$ cat src/rtl/n_divider_if.sv
// ---------------------------------------------------------------------------
// n_divider_if
// Purpose : groups the ratio/feedback-clock pair of the DPLL feedback divider.
// Signals :
//   N    [7:0]  division ratio driven by the loop controller (0 = disabled)
//   out         divided feedback clock returned to the phase detector
// Modports:
//   master - loop controller side: drives N, observes out
//   slave  - divider side: reads N, drives out
// ---------------------------------------------------------------------------
interface n_divider_if;
    logic [7:0] N;
    logic       out;

    modport master (output N, input  out);
    modport slave  (input  N, output out);
endinterface

$ cat src/rtl/n_divider.sv
// ---------------------------------------------------------------------------
// n_divider
// Purpose : programmable integer clock divider for the DPLL feedback path.
//           Produces a registered square wave with a period of N clocks,
//           high for ceil(N/2) clocks at the start of each period.
// Ports   :
//   clk    system clock, all state changes on its rising edge
//   reset  synchronous, active-high; clears all state
//   div    n_divider_if.slave (N in, out out)
// Build option:
//   NDIV_SYNC_LOAD_EN defined   - N is sampled only while idle and at the
//                                 terminal count, so a period is never
//                                 shortened or stretched by an N change.
//   NDIV_SYNC_LOAD_EN undefined - the active ratio tracks N every edge;
//                                 terminal count and high length use the
//                                 live N, and N = 0 goes idle immediately.
// ---------------------------------------------------------------------------
module n_divider (
    input  logic         clk,
    input  logic         reset,
    n_divider_if.slave   div
);

    logic [7:0] cnt_q, cnt_d;   // position within the current period
    logic [7:0] np_q,  np_d;    // active ratio, 0 = idle
    logic       out_q, out_d;   // registered divided clock

    logic [8:0] cnt_inc;        // cnt + 1, widened for the high-length compare
    logic [8:0] hi;             // ceil(ratio/2), 9 bits so 255 gives 128
    logic       term;           // terminal count reached this cycle

    assign cnt_inc = {1'b0, cnt_q} + 9'd1;

`ifdef NDIV_SYNC_LOAD_EN
    logic [7:0] np_m1;

    assign np_m1 = np_q - 8'd1;
    assign hi    = ({1'b0, np_q} + 9'd1) >> 1;
    assign term  = (cnt_q == np_m1);

    always_comb begin
        cnt_d = cnt_q;
        np_d  = np_q;
        out_d = out_q;
        if ((np_q == 8'd0) || term) begin
            // Period boundary (or idle): the only place N is sampled.
            cnt_d = 8'd0;
            np_d  = div.N;
            out_d = (div.N != 8'd0);
        end else begin
            cnt_d = cnt_q + 8'd1;
            out_d = (cnt_inc < hi);
        end
    end
`else
    logic [8:0] n_m1;

    // n_m1 is only meaningful when N != 0; the N == 0 case is handled first.
    assign n_m1 = {1'b0, div.N} - 9'd1;
    assign hi   = ({1'b0, div.N} + 9'd1) >> 1;
    assign term = ({1'b0, cnt_q} >= n_m1);

    always_comb begin
        cnt_d = cnt_q;
        np_d  = div.N;          // active ratio follows N on every edge
        out_d = out_q;
        if ((np_q == 8'd0) || (div.N == 8'd0) || term) begin
            // Idle, forced idle, or a boundary (possibly cut short by a
            // shrinking N): restart the period with the live ratio.
            cnt_d = 8'd0;
            out_d = (div.N != 8'd0);
        end else begin
            cnt_d = cnt_q + 8'd1;
            out_d = (cnt_inc < hi);
        end
    end
`endif

    always_ff @(posedge clk) begin
        if (reset) begin
            cnt_q <= 8'd0;
            np_q  <= 8'd0;
            out_q <= 1'b0;
        end else begin
            cnt_q <= cnt_d;
            np_q  <= np_d;
            out_q <= out_d;
        end
    end

    assign div.out = out_q;

endmodule

$ cat src/flat_wrapper.sv
// flat-port wrapper written by rule: the top's interface ports become plain ports
module n_divider_flat 
  (clk, reset, div_N, div_out);
  n_divider_if div_i ();
  input  logic clk;
  input  logic reset;
  input wire logic [$bits(div_i.N)-1:0] div_N;
  output wire logic [$bits(div_i.out)-1:0] div_out;
  assign div_i.N = div_N;
  assign div_out = div_i.out;
  n_divider u_core (.clk(clk), .reset(reset), .div(div_i));
endmodule
$ cat config.mk
export PLATFORM = sky130hd
export DESIGN_NAME = n_divider_flat
export DESIGN_NICKNAME = d
export VERILOG_FILES = /design/src/rtl/n_divider_if.sv /design/src/rtl/n_divider.sv /design/src/flat_wrapper.sv
export SDC_FILE = /design/constraint.sdc
export NUM_CORES = 1
export LEC_CHECK = 0
export ABC_AREA = 1
export CAP_MARGIN = 20
export CORE_MARGIN = 4
export CORE_UTILIZATION = 34
export CTS_CLUSTER_SIZE = 10
export DETAILED_ROUTE_END_ITERATION = 12
export PLACE_DENSITY = 0.58
export SLEW_MARGIN = 25
export SYNTH_ARGS = -nofsm -noshare
export SYNTH_HDL_FRONTEND = slang
export SYNTH_SLANG_ARGS = --single-unit
$ cat constraint.sdc
create_clock -name clk -period 2.2 [get_ports clk]
set_input_delay 0.55 -clock clk [delete_from_list [all_inputs] [get_ports clk]]
set_output_delay 0.55 -clock clk [all_outputs]
set_load 0.02 [all_outputs]
==> flow_summary_export.csv <==
group,metric,value,unit
run_status,violations,"setup timing",
timing,drv_slew,0,
floorplanning,die-area,5060,um^2
pwr,clkPwrFrac,29.5,%
clock_network,cts_root_buffer,"clkbuf_8",
synth,yosysWarningCount,0,
final_layout,fin_nets,284,
timing,clock_skew,1.60,ps
clock_network,cts-buffers-inserted,3,
clock_network,clk_latency,250,ps
synth,ys_types,19,
synth,mappedNetlistArea,1360,um^2
placed_design,port-buffer-count,10,
placed_design,dpl_cell_area,1760,um^2
clock_network,htreeDepth,1,
worst_setup_path,crit_arrival,2440,ps
grt,met2_usage,25.6,%
pwr,p_sw,0.000240,W
floorplanning,die_h,71.1,um
detailed_routing,drc_errors,0,
timing,tightest_slew,230,ps
timing,fin_crit,2260,ps
worst_setup_path,critPathLaunchType,"input pin",
grt,grt_max_degree,10,
timing,setup_ws,-58.2,ps
timing,post-route-period-util,103,%
synth,syn_avg_cell_area,6.68,um^2
grt,grt_usage,14.2,%
final_layout,layout_common_cells,"nand2_1 (37), buf_4 (37), nor2_1 (32)",
pwr,ir_drop,0.325,mV
synth,ys_seq_area_share,25.1,%
clock_network,cts.sinks,17,
floorplanning,core_area,3740,um^2
timing,setup_viol,9,
hold_path,min-delay-start,"u_core.cnt_q[0]",
synth,postSynthNetCount,232,
pwr,p_comb_share,29.7,%
floorplanning,chipWidth,71.1,um
detailed_routing,wire_per_inst,11.1,um
detailed_routing,totalWireLength,3340,um
placed_design,post-dp-hpwl,2580,um
worst_setup_path,timing.rr.start,"u_core.cnt_q[0]",
grt,grt_use_met3,3.55,%
synth,synthCells,203,
hold_path,hold_class,"register to register",
timing,hold_viol,0,
timing,fmax,0.443,GHz
timing,finalSetupTns,-445,ps
worst_setup_path,endpoint_kind,"register",
synth,ys_ff_latch,17,
worst_setup_path,cp_max_fo,8,
grt,busiest_layer,"met2",
run_status,status,"finished, violations left",
final_layout,syn2layout_area_growth,44.7,%
detailed_routing,viasPerCell,4.46,
detailed_routing,vias,1346,
grt,globalRouteOverflowTotal,0,
detailed_routing,drtIter0Drc,53,
grt,grt_pass1_wl,5690,um
floorplanning,io_pins,11,
pwr,power.density,412,nW/um^2
pwr,p_int,0.000567,W
run,drv_cap,0,
pwr,swShare,29.8,%
timing,whs,535,ps
worst_setup_path,crit_required,2390,ps
worst_setup_path,path_class,"input pin to register",
pwr,leakagePower,1.03,nW
clock_network,cts_tree,"done",
grt,met1_usage,17.2,%
final_layout,stdcell_area,1960,um^2
timing,grt_setup_unrepaired,"yes",
final_layout,antenna_cells,0,
clock_network,cts.path.max_buffers,2,
detailed_routing,drt_pre_antenna_iters,4,
final_layout,stdcell_count,302,
clock_network,path_clk_slew,70,ps
grt,first_global_vias,1296,
grt,antenna_found_initial,0,
detailed_routing,antenna_left,0,
pwr,seq_power_share,40.8,%
final_layout,num-fill-cells,370,
placed_design,place_inst,293,
floorplanning,start_util,36.2,%
placed_design,gp_congestion,0.881,
floorplanning,row_count,22,
worst_setup_path,cp-startpoint,"div_N[0]",
timing,relSlewSlack,84.6,%
final_layout,drive_gt1_share,32.7,%
Yosys cell counts:
cell | count | area (um^2)
dfxtp_1 | 17 | 340
nand2_2 | 3 | 18.8
ha_1 | 19 | 238
nor2_2 | 3 | 18.8
nor2_1 | 41 | 154
inv_2 | 1 | 3.75
nand4_1 | 3 | 18.8
a21oi_1 | 5 | 25.0
xor2_1 | 12 | 105
nand3_1 | 9 | 45.0
a21o_1 | 1 | 7.51
nand3b_1 | 2 | 15.0
nand2_1 | 43 | 161
nor3_2 | 4 | 40.0
inv_1 | 35 | 131
xnor2_1 | 2 | 17.5
nor3_1 | 1 | 5.00
or2_2 | 1 | 6.26
clkbuf_1 | 1 | 3.75
sequential cells by signal, summed over array words and instances, names as in the netlist:
name	flops
u_core.cnt_q	8
u_core.np_q	8
u_core.div.out	1
critical path: stages:
cell and delay (ps):
buf_8 80, clkinvlp_4 170, ha_4 230, nand2_2 100
nor2_2 50, xor2_1 130, ha_1 290, nand2_1 110
nor2_2 60, nand2_1 80, nand2_2 60, nand2_2 80
nand3_2 90, nor2_4 130, nand2_4 110, nor3_2 100
kinds of logic (layout without fill, tap and decap cells):
kind of cell,after synthesis,count (layout),synth area share (%)
AO/OA/AOI/OAI,6,6,2.40
XOR/XNOR,14,14,9.05
adder cells (fa/ha/maj),19,19,17.5
flip-flops,17,17,25.1
buffers and inverters,37,88,10.2
AND/OR/NAND/NOR,110,110,35.6
stage by stage:
stage	setup WS (ps)	util (%)	total power [W]
4_1_cts	-81.3	50.4	0.000800
5_1_grt	-200	52.4	0.000864
2_1_floorplan	0.254	-	0.000445
3_3_place_gp	-715	47.1	0.000545
3_5_place_dp	-740	47.1	0.000547
6_report	-58.2	52.4	0.000808
layout make-up:
class | instances | area (um^2) | share of cell area, %
Clock buffer | 4 | 45.0 | 2.30
Sequential cell | 17 | 340 | 17.4
Multi-Input combinational cell | 149 | 988 | 50.4
Timing Repair Buffer | 48 | 385 | 19.7
Tap cell | 48 | 60.1 | 3.06
Inverter | 36 | 141 | 7.21
power groups by stage:
stage | clock [W] | sequential (W) | combinational, W
after global routing | 0.000260 | 0.000331 | 0.000273
final | 0.000238 | 0.000329 | 0.000240
after global placement | 0 | 0.000336 | 0.000209
after detailed placement | 0 | 0.000337 | 0.000210
after floorplan | 0 | 0.000339 | 0.000105
after CTS | 0.000246 | 0.000330 | 0.000224
path summary, 6_finish.rpt:
kind | endpoint | slack (ps) | cells after the start
max | u_core.cnt_q[2] | -60 | 16
min | u_core.cnt_q[0] | 540 | 2
max reg2reg | u_core.div.out | 30 | 15
min reg2reg | u_core.cnt_q[0] | 540 | 2
routing by layer:
metal | wire (um) | part of all wire [%]
met1 | 1580 | 47
met2 | 1610 | 48
met3 | 79 | 2.4
met4 | 68 | 2.0
met5 | 0 | 0
what timing repair did:
item | CTS | global route
gates resized for setup | 37 | 17
setup buffers | 3 | 2
setup endpoints to repair | 9 | 9
cloned | 0 | 0
pin swaps | 17 | 14
hold buffers | 0 | 0
(Power assumes the default switching activity.)
